**src/rtl/tmds_encoder.sv**
```systemverilog
// Three-channel TMDS encoder: RGB888 + sync + DE in, three 10-bit symbols out.
// Ports: clk_pixel, reset_i (sync, active-high), red_i/green_i/blue_i [7:0],
//        hsync_i, vsync_i, vde_i in; tmds_r_o/tmds_g_o/tmds_b_o [9:0] out.
// Pipeline: input register, q_m register, symbol/disparity register.
// Inputs captured at edge k appear on the outputs after edge k+2.
module tmds_encoder (
    input  logic       clk_pixel,
    input  logic       reset_i,
    input  logic [7:0] red_i,
    input  logic [7:0] green_i,
    input  logic [7:0] blue_i,
    input  logic       hsync_i,
    input  logic       vsync_i,
    input  logic       vde_i,
    output logic [9:0] tmds_r_o,
    output logic [9:0] tmds_g_o,
    output logic [9:0] tmds_b_o
);

    function automatic logic [3:0] f_pop(input logic [7:0] v);
        logic [3:0] n;
        n = '0;
        for (int i = 0; i < 8; i++) begin
            n = n + {3'b000, v[i]};
        end
        return n;
    endfunction

    // Transition-minimising stage; q_m[8]=1 marks the XOR variant.
    function automatic logic [8:0] f_qm(input logic [7:0] d);
        logic [3:0] n1;
        logic       xn;
        logic [8:0] q;
        n1   = f_pop(d);
        xn   = (n1 > 4'd4) || ((n1 == 4'd4) && !d[0]);
        q    = '0;
        q[0] = d[0];
        for (int i = 1; i < 8; i++) begin
            q[i] = xn ? ~(q[i-1] ^ d[i]) : (q[i-1] ^ d[i]);
        end
        q[8] = ~xn;
        return q;
    endfunction

    // DC-balancing stage. bal = n1 - n0 of q_m[7:0], range -8..8.
    function automatic void f_enc(
        input  logic [8:0]        qm,
        input  logic              de,
        input  logic [1:0]        c,
        input  logic signed [4:0] cnt,
        output logic [9:0]        sym,
        output logic signed [4:0] cnt_n
    );
        logic signed [4:0] n1;
        logic signed [4:0] n0;
        logic signed [4:0] bal;
        n1  = $signed({1'b0, f_pop(qm[7:0])});
        n0  = 5'sd8 - n1;
        bal = n1 - n0;
        if (!de) begin
            cnt_n = 5'sd0;
            case (c)
                2'b00:   sym = 10'h354;
                2'b01:   sym = 10'h0AB;
                2'b10:   sym = 10'h154;
                default: sym = 10'h2AB;
            endcase
        end else if ((cnt == 5'sd0) || (bal == 5'sd0)) begin
            sym   = {~qm[8], qm[8], qm[8] ? qm[7:0] : ~qm[7:0]};
            cnt_n = qm[8] ? (cnt + bal) : (cnt - bal);
        end else if (((cnt > 5'sd0) && (bal > 5'sd0)) ||
                     ((cnt < 5'sd0) && (bal < 5'sd0))) begin
            sym   = {1'b1, qm[8], ~qm[7:0]};
            cnt_n = cnt + (qm[8] ? 5'sd2 : 5'sd0) - bal;
        end else begin
            sym   = {1'b0, qm[8], qm[7:0]};
            cnt_n = cnt - (qm[8] ? 5'sd0 : 5'sd2) + bal;
        end
    endfunction

    logic [7:0] w_d [3];
    logic [1:0] w_ctrl [3];
    logic [9:0] r_out [3];

    logic [1:0] r_in_ctrl;
    logic       r_in_de;
    logic [1:0] r_qm_ctrl;
    logic       r_qm_de;

    assign w_d[0] = red_i;
    assign w_d[1] = green_i;
    assign w_d[2] = blue_i;

    // Only blue carries sync; red/green always send the 00 token.
    assign w_ctrl[0] = 2'b00;
    assign w_ctrl[1] = 2'b00;
    assign w_ctrl[2] = r_qm_ctrl;

    always_ff @(posedge clk_pixel) begin
        if (reset_i) begin
            r_in_ctrl <= 2'b00;
            r_in_de   <= 1'b0;
            r_qm_ctrl <= 2'b00;
            r_qm_de   <= 1'b0;
        end else begin
            r_in_ctrl <= {vsync_i, hsync_i};
            r_in_de   <= vde_i;
            r_qm_ctrl <= r_in_ctrl;
            r_qm_de   <= r_in_de;
        end
    end

    for (genvar ch = 0; ch < 3; ch++) begin : g_ch
        logic [7:0]        r_d;
        logic [8:0]        r_qm;
        logic signed [4:0] r_cnt;
        logic [9:0]        w_sym;
        logic signed [4:0] w_cnt;

        always_comb begin
            w_sym = 10'h354;
            w_cnt = 5'sd0;
            f_enc(r_qm, r_qm_de, w_ctrl[ch], r_cnt, w_sym, w_cnt);
        end

        always_ff @(posedge clk_pixel) begin
            if (reset_i) begin
                r_d       <= '0;
                r_qm      <= '0;
                r_cnt     <= 5'sd0;
                r_out[ch] <= 10'h354;
            end else begin
                r_d       <= w_d[ch];
                r_qm      <= f_qm(r_d);
                r_cnt     <= w_cnt;
                r_out[ch] <= w_sym;
            end
        end
    end

    assign tmds_r_o = r_out[0];
    assign tmds_g_o = r_out[1];
    assign tmds_b_o = r_out[2];

endmodule
```
**config.mk**
```make
export PLATFORM = sky130hd
export DESIGN_NAME = tmds_encoder
export DESIGN_NICKNAME = d
export VERILOG_FILES = /design/src/rtl/tmds_encoder.sv
export SDC_FILE = /design/constraint.sdc
export NUM_CORES = 1
export LEC_CHECK = 0
export BUFFER_PORTS_ARGS = -buffer_cell sky130_fd_sc_hd__buf_2
export CAP_MARGIN = 5
export CORE_AREA = 8 8 221 138
export DETAILED_ROUTE_END_ITERATION = 12
export DIE_AREA = 0 0 229 146
export PLACE_DENSITY = 0.47
export SYNTH_ARGS = -nofsm -noshare
export SYNTH_HDL_FRONTEND = slang
export SYNTH_SLANG_ARGS = --single-unit
```
**constraint.sdc**
```tcl
create_clock -name clk_pixel -period 5.59 [get_ports clk_pixel]
set_input_delay 0.559 -clock clk_pixel [delete_from_list [all_inputs] [get_ports clk_pixel]]
set_output_delay 0.559 -clock clk_pixel [all_outputs]
set_load 0.05 [all_outputs]
```
==> metrics.txt, run 1 <==
worst-case register-to-register setup slack=around 0.77 ns; Worst Setup Start Kind=flip-flop; H-tree lvl count=3; Post-synth EDFFs=0; Total Routing Usage GR=0.07875; average size of a mapped cell=9.824 sq um; final setup violation count=0; Avg Vias per Cell=3.759; buffers inserted during post-CTS setup optimization=0; maximum clock frequency=about 210 MHz; number of hold violations in the final report=0; clock tree from TritonCTS=built; total gr overflow=0; post-route design area=0.007179 sq mm; hold buffer count at cts=0; most common library cell in the layout ignoring fill and taps=sky130_fd_sc_hd__inv_1; Tightest Pin Transition=around 1 ns; cell chain of the critical path=fa_1, inv_1, fa_1, fa_1, inv_1, ha_1, fa_1, inv_1, ha_1, mux2_2, ha_1, a21o_1, a21oi_1, xnor2_1, a2111oi_0, or4_1, a21oi_1; Distinct cells, synth=47; worst slew slack as a fraction of its limit=0.3376; number of CTS-inserted buffers=9; count of pins over their slew limit=0; leading register cell type out of synthesis=sky130_fd_sc_hd__dfxtp_1; highest-count cells in the layout ignoring fill and taps=sky130_fd_sc_hd__inv_1 (111), sky130_fd_sc_hd__dfxtp_1 (99), sky130_fd_sc_hd__ha_1 (70); first-pass GRT wire length=20.89 mm; share of the core filled with cells in the final layout=0.2643; launching point of the worst reg2reg path=g_ch[2].r_qm[0]$_SDFF_PP0_; destination of the critical timing path=g_ch[2].r_cnt[4]$_SDFF_PP0_; vias=3985; Leak Pwr=between 0.003 and 0.004 uW; final clock skew=around 0.0054 ns; area after detailed placement=0.006897 sq mm; sum of negative setup slack=0 ns; Routed WL=about 12 mm; synthesis-to-finish area growth=16.37%; Syn. warnings=0; number of max-capacitance violations reported=0; critical path type=flip-flop to flip-flop; launching instance or port of the critical path=g_ch[2].r_qm[0]$_SDFF_PP0_; maximum single-stage delay on the critical path=approximately 0.54 ns; async set-reset flop share out of synthesis=0; post-synth design cell area=around 0.0062 sq mm; number of clock sinks seen by CTS=roughly 100; area fraction of the dominant cell type after synthesis=0.3212; I/O pin count=59; height of the die=146 um; number of antenna violations at the first check in global routing=0; sequential-to-total area share from yosys stat=0.3212; number of cells on the worst reg-to-reg path=17; count of cells resized by post-cts repair=0; CORE AREA=0.02717 sq mm; number of DRC violations after detailed-routing iteration 0=between 100 and 150; required arrival time at the worst endpoint=5.89 ns; initial standard-cell utilization of the core=0.2271; ratio of final minimum period to clock period=0.8629; final critical delay including setup and external delays=4.824 ns; master cell of the clock root buffer=sky130_fd_sc_hd__clkbuf_16; HPWL after detailed placement=just over 10 mm; row count=47; Synthesized Nets=about 770; Die Wd=around 230 um; clk buf depth=2; r2r endpoint=g_ch[2].r_cnt[4]$_SDFF_PP0_; number of cells produced by synthesis=between 600 and 700; maximum number of pins on one net before global-route repair=between 60 and 70; worst skew pair latency=0.37 ns; total of buffers placed on input and output ports=slightly below 60; weighted congestion reported at the end of routability-driven placement=about 0.77; share of post-route cells with drive strength above 1=0.1385; class of the most critical hold timing path=input pin to flip-flop; largest voltage drop on the vdd net=0.1942 mV; WP data arrival=around 5.1 ns; Post-DRT Antenna Nets=0; min setup slack post-route=between 0.7 and 0.8 ns; clock input transition at the sequential cells of the worst setup and hold paths=~0.070 ns; element type at the critical path end=flip-flop; pre-CTS setup slack=0.7687 ns; number of synthesized register bits=between 90 and 100; wire per inst=11.77 um; cell types with the largest area share after synthesis=sky130_fd_sc_hd__dfxtp_1 (32%), sky130_fd_sc_hd__ha_1 (14%), sky130_fd_sc_hd__fa_1 (13%); number of remaining DRC errors=0; post-synthesis cell type with the largest combined area=sky130_fd_sc_hd__dfxtp_1; Net count, final=826; most repeated library cell on the critical path=sky130_fd_sc_hd__fa_1; result of the run=completed; number of diodes added for antenna fixing=0; top fanout value on the critical path=4; setup repair after global routing missed its margin=no; Slowest-stage cell, CP=sky130_fd_sc_hd__fa_1; Hold Worst Slack=0.3993 ns; Die Footprint=0.03343 sq mm; number of iterations in the first detailed-routing pass=5; power density over cell area=just under 600 mW/mm^2; vias in the first global route=~4000
==> area by class of cell <==
class | count | area, sq um
clock inverters | 3 | 22.52
clock buffers | 13 | 260.3
fillers | 2936 | 19990
inverters | 112 | 420.4
multi-input cells | 403 | 3707
repair buffers | 63 | 327.8
well taps | 367 | 459.2
flip-flops and latches | 99 | 1982
==> state kept, by name, indices dropped and copies added, names as in the netlist <==
signal	count
r_out	30
r_in_de	1
g_ch.r_d	24
r_qm_ctrl	2
g_ch.r_cnt	12
r_qm_de	1
r_in_ctrl	2
g_ch.r_qm	27
==> per-layer routing <==
metal | up-vias | share of wire | global-route usage
met3 | 15 | 0.042 | 0.02765
met5 | - | 0 | 0
li1 | 2073 | - | -
met1 | 1843 | 0.56 | 0.1121
met2 | 54 | 0.38 | 0.1066
met4 | 0 | 0.015 | 0.02860
==> per-stage QoR <==
stage	total power, uW	instances
after CTS	4306	1060
after global routing	4726	1060
after detailed placement	3662	1044
after global placement	3661	1044
final	4232	1060
after floorplan	3100	628
==> worst max-delay path, delay by kind of cell (launching register included) <==
family	cells	cell delay [ns]
AO/OA/AOI/OAI	4	0.54
buffers and inverters	3	0.18
flip-flops	1	0.33
AND/OR/NAND/NOR	1	0.52
XOR/XNOR	1	0.17
adder cells (fa/ha/maj)	7	2.76
multiplexers	1	0.29
==> worst min-delay path by stage <==
stage / startpoint / to / slack [ns] / depth (start not counted)
final: blue_i[0] / g_ch[2].r_d[0]$_SDFF_PP0_ / 0.40 / 2
after global placement: r_in_de$_SDFF_PP0_ / r_qm_de$_SDFF_PP0_ / 0.43 / 1
after global routing: blue_i[6] / g_ch[2].r_d[6]$_SDFF_PP0_ / 0.39 / 2
after CTS: blue_i[1] / g_ch[2].r_d[1]$_SDFF_PP0_ / 0.37 / 2
after detailed placement: r_in_ctrl[0]$_SDFF_PP0_ / r_qm_ctrl[0]$_SDFF_PP0_ / 0.44 / 1
after floorplan: r_in_ctrl[0]$_SDFF_PP0_ / r_qm_ctrl[0]$_SDFF_PP0_ / 0.41 / 1
==> logic make-up after synthesis <==
family	after synthesis	share of synthesized area
AOI/OAI and AO/OA	64	0.07767
xor gates and xnor gates	96	0.1397
adders and majority gates	109	0.2685
buffers and inverters	126	0.07787
DFF	99	0.3212
muxes	9	0.01562
and+or+nand+nor	125	0.09937
==> Yosys cell counts, drive strengths merged (5+ instances only) <==
cell    instances
a21oi          27
nand2          13
inv           112
mux2            5
dfxtp          99
nor2b          33
a211oi         11
a21o            8
fa             39
nand3           5
nor3            6
ha             70
clkbuf         11
nor2           55
xnor2          66
xor2           29
==> where the power goes <==
group,internal (uW),switching (uW)
registers,781,54.4
clock network,327,282
logic,1250,1540
total,2360,1880
Power figures use the tool's default switching activity.
==> inputs of run 2 (changes only) <==
==> config.mk (replaced) <==
export PLATFORM = sky130hd
export DESIGN_NAME = tmds_encoder
export DESIGN_NICKNAME = d
export VERILOG_FILES = /design/src/rtl/tmds_encoder.sv
export SDC_FILE = /design/constraint.sdc
export NUM_CORES = 1
export LEC_CHECK = 0
export BUFFER_PORTS_ARGS = -buffer_cell sky130_fd_sc_hd__buf_4
export CAP_MARGIN = 5
export CORE_AREA = 8 8 221 138
export DETAILED_ROUTE_END_ITERATION = 12
export DIE_AREA = 0 0 229 146
export PLACE_DENSITY = 0.45
export SYNTH_ARGS = -nofsm -noshare
export SYNTH_HDL_FRONTEND = slang
export SYNTH_SLANG_ARGS = --single-unit
==> constraint.sdc (replaced) <==
create_clock -name clk_pixel -period 5.9 [get_ports clk_pixel]
set_input_delay 0.59 -clock clk_pixel [delete_from_list [all_inputs] [get_ports clk_pixel]]
set_output_delay 0.59 -clock clk_pixel [all_outputs]
set_load 0.05 [all_outputs]
==> run 2 against run 1 <==
Compared with the run above: global-route usage rose by 0.12 points; final cell count decreased by 0.19%; first-iteration DRC count grew 48%; sequential power fell by 5.0%; largest cell class unchanged.
==> metrics.txt, run 2 (synthesis results as in run 1) <==
synthesis-to-finish area growth=18.70% (was 16.37%); HPWL after detailed placement=10.44 mm (was 10.23 mm); required arrival time at the worst endpoint=6.19 ns (was 5.89 ns); maximum number of pins on one net before global-route repair=64 (unchanged); vias in the first global route=4177 (was 4005); critical path type=flip-flop to flip-flop (unchanged); total of buffers placed on input and output ports=58 (unchanged); post-route design area=0.007323 sq mm (was 0.007179 sq mm); largest reg by FF count=r_out (unchanged); share of the core filled with cells in the final layout=0.2696 (was 0.2643); most common library cell in the layout ignoring fill and taps=sky130_fd_sc_hd__inv_1 (unchanged); vias=3969 (was 3985); first-pass GRT wire length=21.43 mm (was 20.89 mm); hold path start=r_in_ctrl[1]$_SDFF_PP0_ (was blue_i[0]); final clock skew=0.007980 ns (was 0.005420 ns); clock tree from TritonCTS=built (unchanged); total gr overflow=0 (unchanged); area used by multi-input combinational logic=0.003707 sq mm (unchanged); share of post-route cells with drive strength above 1=0.1360 (was 0.1385); ratio of final minimum period to clock period=0.8141 (was 0.8629); worst slew slack as a fraction of its limit=0.3294 (was 0.3376); clk buf depth=2 (unchanged); launching point of the worst reg2reg path=g_ch[2].r_qm[0]$_SDFF_PP0_ (unchanged); Hold Worst Slack=0.4370 ns (was 0.3993 ns); most repeated library cell on the critical path=sky130_fd_sc_hd__fa_1 (unchanged); buffers inserted during post-CTS setup optimization=0 (unchanged); WP data arrival=5.09 ns (was 5.13 ns); setup repair after global routing missed its margin=no (unchanged); wire per inst=12.02 um (was 11.77 um); row count=47 (unchanged); master cell of the clock root buffer=sky130_fd_sc_hd__clkbuf_16 (unchanged); number of remaining DRC errors=0 (unchanged); element type at the critical path end=flip-flop (unchanged); depth of the worst hold-timing path=1 (was 2); number of hold violations in the final report=0 (unchanged); worst skew pair latency=0.35 ns (was 0.37 ns); Storage cell area=0.001982 sq mm (unchanged); number of antenna violations at the first check in global routing=0 (unchanged); Routed WL=12.71 mm (was 12.48 mm); number of cells on the worst reg-to-reg path=17 (unchanged); final setup violation count=0 (unchanged); worst-case register-to-register setup slack=1.10 ns (was 0.77 ns); largest registers=r_out x30, g_ch.r_qm x27, g_ch.r_d x24 (unchanged); number of CTS-inserted buffers=9 (unchanged); area after detailed placement=0.007027 sq mm (was 0.006897 sq mm); total number of cells along the worst setup path=17 (unchanged); final critical delay including setup and external delays=4.803 ns (was 4.824 ns); Overall Power=4093 uW (was 4232 uW); Slowest-stage cell, CP=sky130_fd_sc_hd__fa_1 (unchanged); class of the most critical hold timing path=flip-flop to flip-flop (was input pin to flip-flop); number of max-capacitance violations reported=0 (unchanged); clock input transition at the sequential cells of the worst setup and hold paths=0.07 ns (about the same); number of flip-flops under the largest register name=30 (unchanged); number of DRC violations after detailed-routing iteration 0=158 (was 107); FILL cells=2938 (was 2936); Leak Pwr=0.003457 uW (was 0.003405 uW); maximum clock frequency=208.2 MHz (was 207.3 MHz); Total Routing Usage GR=0.07994 (was 0.07875); worst hold path endpoint=r_qm_ctrl[1]$_SDFF_PP0_ (was g_ch[2].r_d[0]$_SDFF_PP0_); count of buffer and inverter cells on the critical path=3 (unchanged); Post-DRT Antenna Nets=0 (unchanged); Tightest Pin Transition=1.006 ns (was 0.9937 ns); cell chain of the critical path=fa_1, inv_1, fa_1, fa_1, inv_1, ha_1, fa_1, inv_1, ha_1, mux2_2, ha_1, a21o_1, a21oi_1, xnor2_1, a2111oi_0, or4_1, a21oi_1 (unchanged); top fanout value on the critical path=4 (unchanged); initial standard-cell utilization of the core=0.2271 (unchanged); number of clock sinks seen by CTS=99 (unchanged); maximum single-stage delay on the critical path=0.53 ns (was 0.54 ns); Worst Setup Start Kind=flip-flop (unchanged); number of diodes added for antenna fixing=0 (unchanged); sum of negative setup slack=0 ns (unchanged); count of pins over their slew limit=0 (unchanged); weighted congestion reported at the end of routability-driven placement=0.7478 (was 0.7695); Crit path max-delay family=adder cells (unchanged); CORE AREA=0.02717 sq mm (unchanged); Die Wd=229 um (unchanged); count of cells resized by post-cts repair=0 (unchanged); I/O pin count=59 (unchanged); Avg Vias per Cell=3.751 (was 3.759); highest-count cells in the layout ignoring fill and taps=sky130_fd_sc_hd__inv_1 (111), sky130_fd_sc_hd__dfxtp_1 (99), sky130_fd_sc_hd__ha_1 (70) (unchanged); Die Footprint=0.03343 sq mm (unchanged); height of the die=146 um (unchanged); r2r endpoint=g_ch[2].r_cnt[4]$_SDFF_PP0_ (unchanged); largest voltage drop on the vdd net=0.2085 mV (was 0.1942 mV); result of the run=completed (unchanged); Net count, final=824 (was 826); hold buffer count at cts=0 (unchanged); power density over cell area=558.8 mW/mm^2 (was 589.5 mW/mm^2); number of iterations in the first detailed-routing pass=4 (was 5); H-tree lvl count=3 (unchanged)
run 2: worst max path at each step:
stage | startpoint | end | slack [ns]
after CTS | g_ch[2].r_qm[0]$_SDFF_PP0_ | g_ch[2].r_cnt[4]$_SDFF_PP0_ | 1.07
final | g_ch[2].r_qm[0]$_SDFF_PP0_ | g_ch[2].r_cnt[4]$_SDFF_PP0_ | 1.10
after floorplan | g_ch[2].r_qm[0]$_SDFF_PP0_ | g_ch[2].r_cnt[4]$_SDFF_PP0_ | 1.27
after detailed placement | g_ch[2].r_qm[0]$_SDFF_PP0_ | g_ch[2].r_cnt[4]$_SDFF_PP0_ | 1.07
after global placement | g_ch[2].r_qm[0]$_SDFF_PP0_ | g_ch[2].r_cnt[4]$_SDFF_PP0_ | 1.13
after global routing | g_ch[2].r_qm[0]$_SDFF_PP0_ | g_ch[2].r_cnt[4]$_SDFF_PP0_ | 0.84
run 2: metrics by stage:
| stage | setup slack, ns | instances |
|---|---|---|
| finish | 1.097 | 1058 |
| global route | 0.8401 | 1058 |
| CTS | 1.069 | 1058 |
| detailed placement | 1.069 | 1042 |
| global placement | 1.134 | 1042 |
| floorplan | 1.269 | 628 |
run 2: area by class of cell:
type                    count  area share
clock buffers              12     0.03366
clock inverters             4    0.006834
inverters                 112     0.05741
multi-input cells         403      0.5062
flip-flops and latches     99      0.2706
well taps                 367     0.06270
repair buffers             61     0.06253
run 2: layer usage:
metal | part of all wire | global-route usage
met1 | 0.55 | 0.1144
met2 | 0.40 | 0.1096
met3 | 0.044 | 0.02843
met4 | 0.0084 | 0.02383
met5 | 0 | 0
run 2: where the power goes:
part	internal, uW	switching, uW
sequential	740	53.4
clock	340	257
combinational	1190	1510
total	2270	1820
==> inputs of run 3 (changes only) <==
==> constraint.sdc (replaced) <==
create_clock -name clk_pixel -period 4.5 [get_ports clk_pixel]
set_input_delay 0.45 -clock clk_pixel [delete_from_list [all_inputs] [get_ports clk_pixel]]
set_output_delay 0.45 -clock clk_pixel [all_outputs]
set_load 0.05 [all_outputs]
==> run 3 against run 2 <==
Compared with the run above: the run now ends with negative setup slack left; global-route usage rose by 0.079 points; die area unchanged; maximum frequency increased by 4.9%; via count grew 2.1%; clock-buffer cell count decreased by 2; critical path depth is the same; first-iteration DRC count down 5.7%; clock power up 33%; design area rose by 4.7%; sequential share of layout area decreased by 1.1 points; core utilization increased by 1.3 points; final cell count up 2.2%; critical endpoint unchanged; highest routed layer unchanged.
==> metrics.txt, run 3 (synthesis results as in run 1) <==
count of buffer and inverter cells on the critical path=3 (unchanged); final cell count without fillers=1081 (was 1058); total net switching power=2571 uW (was 1818 uW); r2r endpoint=g_ch[2].r_cnt[4]$_SDFF_PP0_ (unchanged); clock tree from TritonCTS=built (unchanged); maximum number of pins on one net before global-route repair=64 (unchanged); total of buffers placed on input and output ports=58 (unchanged); Routed WL=13.06 mm (was 12.71 mm); launching point of the worst reg2reg path=g_ch[2].r_qm[0]$_SDFF_PP0_ (unchanged); post-route design area=0.007670 sq mm (was 0.007323 sq mm); min setup slack post-route=-0.08037 ns (was 1.097 ns); Crit path max-delay family=adder cells (unchanged); maximum single-stage delay on the critical path=0.53 ns (about the same); master cell of the clock root buffer=sky130_fd_sc_hd__clkbuf_16 (unchanged); ratio of final minimum period to clock period=1.018 (was 0.8141); area used by multi-input combinational logic=0.003866 sq mm (was 0.003707 sq mm); H-tree lvl count=3 (unchanged); height of the die=146 um (unchanged); clock network fraction of design power=0.135 (was 0.146); class of the most critical hold timing path=input pin to flip-flop (was flip-flop to flip-flop); number of max-capacitance violations reported=0 (unchanged); final clock skew=0.01004 ns (was 0.007980 ns); hold path start=blue_i[4] (was r_in_ctrl[1]$_SDFF_PP0_); highest-count cells in the layout ignoring fill and taps=sky130_fd_sc_hd__inv_1 (107), sky130_fd_sc_hd__dfxtp_1 (95), sky130_fd_sc_hd__buf_4 (84) (was sky130_fd_sc_hd__inv_1 (111), sky130_fd_sc_hd__dfxtp_1 (99), sky130_fd_sc_hd__ha_1 (70)); CORE AREA=0.02717 sq mm (unchanged); switching share of total power=0.4370 (was 0.4442); number of DRC violations after detailed-routing iteration 0=149 (was 158); number of CTS-inserted buffers=9 (unchanged); Die Footprint=0.03343 sq mm (unchanged); clk buf depth=2 (unchanged); power density over cell area=767.0 mW/mm^2 (was 558.8 mW/mm^2); worst skew pair latency=0.36 ns (was 0.35 ns); number of iterations in the first detailed-routing pass=4 (unchanged); number of cells in the design after placement=1064 (was 1042); first-pass GRT wire length=21.47 mm (was 21.43 mm); Net count, final=847 (was 824); pre-CTS setup slack=-0.1718 ns (was 1.069 ns); weighted congestion reported at the end of routability-driven placement=0.7526 (was 0.7478); synthesis-to-finish area growth=24.32% (was 18.70%); critical path type=flip-flop to flip-flop (unchanged); combinational power share=0.688 (was 0.660); number of hold violations in the final report=0 (unchanged); final critical delay including setup and external delays=4.580 ns (was 4.803 ns); launching instance or port of the critical path=g_ch[2].r_qm[0]$_SDFF_PP0_ (unchanged); required arrival time at the worst endpoint=4.80 ns (was 6.19 ns); most common library cell in the layout ignoring fill and taps=sky130_fd_sc_hd__inv_1 (unchanged); number of clock sinks seen by CTS=99 (unchanged); number of remaining DRC errors=0 (unchanged); WP data arrival=4.88 ns (was 5.09 ns); count of pins over their slew limit=0 (unchanged); Worst Setup Start Kind=flip-flop (unchanged); I/O pin count=59 (unchanged); Total Routing Usage GR=0.08073 (was 0.07994); largest reg by FF count=r_out (unchanged); top fanout value on the critical path=3 (was 4); vias=4051 (was 3969); setup repair after global routing missed its margin=yes (was no); clock input transition at the sequential cells of the worst setup and hold paths=0.07 ns (about the same); maximum clock frequency=218.3 MHz (was 208.2 MHz); Avg Vias per Cell=3.747 (was 3.751); number of diodes added for antenna fixing=0 (unchanged); hold buffer count at cts=0 (unchanged); total gr overflow=0 (unchanged); violated checks=negative setup slack; vias in the first global route=4178 (was 4177); initial standard-cell utilization of the core=0.2271 (unchanged); largest voltage drop on the vdd net=0.2678 mV (was 0.2085 mV); share of the core filled with cells in the final layout=0.2823 (was 0.2696); most repeated library cell on the critical path=sky130_fd_sc_hd__fa_1 (unchanged); wire per inst=12.08 um (was 12.02 um); share of total power in sequential cells=0.177 (was 0.194); worst slew slack as a fraction of its limit=0.3190 (was 0.3294); depth of the worst hold-timing path=2 (was 1); number of cells on the worst reg-to-reg path=17 (unchanged); cell chain of the critical path=fa_1, inv_1, fa_1, fa_1, inv_1, ha_2, fa_1, inv_2, ha_4, mux2_4, ha_4, a21o_1, a21oi_2, xnor2_2, a2111oi_0, or4_1, a21oi_1 (was fa_1, inv_1, fa_1, fa_1, inv_1, ha_1, fa_1, inv_1, ha_1, mux2_2, ha_1, a21o_1, a21oi_1, xnor2_1, a2111oi_0, or4_1, a21oi_1); Tightest Pin Transition=1.022 ns (was 1.006 ns); row count=47 (unchanged); worst-case register-to-register setup slack=-0.08 ns (was 1.10 ns); HPWL after detailed placement=10.59 mm (was 10.44 mm); area after detailed placement=0.007247 sq mm (was 0.007027 sq mm); largest registers=r_out x30, g_ch.r_qm x27, g_ch.r_d x24 (unchanged); element type at the critical path end=flip-flop (unchanged); Leak Pwr=0.003592 uW (was 0.003457 uW); result of the run=finished, violations left (was completed); worst hold path endpoint=g_ch[2].r_d[4]$_SDFF_PP0_ (was r_qm_ctrl[1]$_SDFF_PP0_); final setup violation count=2 (was 0); Die Wd=229 um (unchanged); Slowest-stage cell, CP=sky130_fd_sc_hd__fa_1 (unchanged); Int Power=3312 uW (was 2275 uW); Post-DRT Antenna Nets=0 (unchanged); Storage cell area=0.001989 sq mm (was 0.001982 sq mm); FILL cells=2901 (was 2938); number of flip-flops under the largest register name=30 (unchanged); number of antenna violations at the first check in global routing=0 (unchanged); share of post-route cells with drive strength above 1=0.2031 (was 0.1360)
[run 3: worst max path at each step]
stage / end / slack [ns] / cells after the start
6_report: g_ch[2].r_cnt[4]$_SDFF_PP0_ / -0.08 / 17
5_1_grt: g_ch[2].r_cnt[4]$_SDFF_PP0_ / -0.30 / 17
4_1_cts: g_ch[2].r_cnt[4]$_SDFF_PP0_ / -0.09 / 17
3_5_place_dp: g_ch[2].r_cnt[4]$_SDFF_PP0_ / -0.17 / 17
3_3_place_gp: g_ch[2].r_cnt[4]$_SDFF_PP0_ / -0.13 / 17
2_1_floorplan: g_ch[2].r_cnt[4]$_SDFF_PP0_ / -0.07 / 17
[run 3: routing by layer]
| layer | vias to the layer above | track usage | share of wire |
|---|---|---|---|
| met1 | 1872 | 0.1125 | 0.53 |
| li1 | 2115 | - | - |
| met3 | 11 | 0.02843 | 0.041 |
| met2 | 53 | 0.1157 | 0.42 |
| met5 | - | 0 | 0 |
| met4 | 0 | 0.02193 | 0.011 |
[run 3: area by class of cell]
cell class / instances / share of cell area
Sequential cell: 99 / 0.2594
Clock inverter: 6 / 0.009462
Inverter: 112 / 0.05514
Timing Repair Buffer: 84 / 0.08222
Tap cell: 367 / 0.05987
Multi-Input combinational cell: 403 / 0.5041
Clock buffer: 10 / 0.02985
[run 3: worst reg2reg max path, delay by kind of cell (launching register included)]
family                   cells  cell delay (ns)
flip-flops                   1             0.33
XOR/XNOR                     1             0.14
adder cells (fa/ha/maj)      7             2.60
AO/OA/AOI/OAI                4             0.51
AND/OR/NAND/NOR              1             0.51
buffers and inverters        3             0.15
multiplexers                 1             0.29
[run 3: stage by stage]
stage	hold WS (ns)	power (uW)	setup TNS (ns)
detailed placement	0.4338	4892	-0.3260
finish	0.2923	5883	-0.1286
CTS	0.2627	5801	-0.1696
global route	0.2827	6531	-0.6955
global placement	0.4269	4909	-0.2359
floorplan	0.4138	3939	-0.07326
[run 3: power groups by stage]
stage               Combinational (uW)  Clock, uW  Sequential [uW]
floorplan                         2840          0             1100
global placement                  3850          0             1060
detailed placement                3830          0             1060
CTS                               3920        842             1040
global route                      4600        874             1050
finish                            4040        796             1040
[run 3: timing repair]
| item | in CTS | in global routing |
|---|---|---|
| endpoints found under the hold margin | 0 | 0 |
| setup buffers | 0 | 1 |
| setup endpoints to repair | 3 | 16 |
| resized for setup | 7 | 15 |
| pin swaps | 8 | 12 |
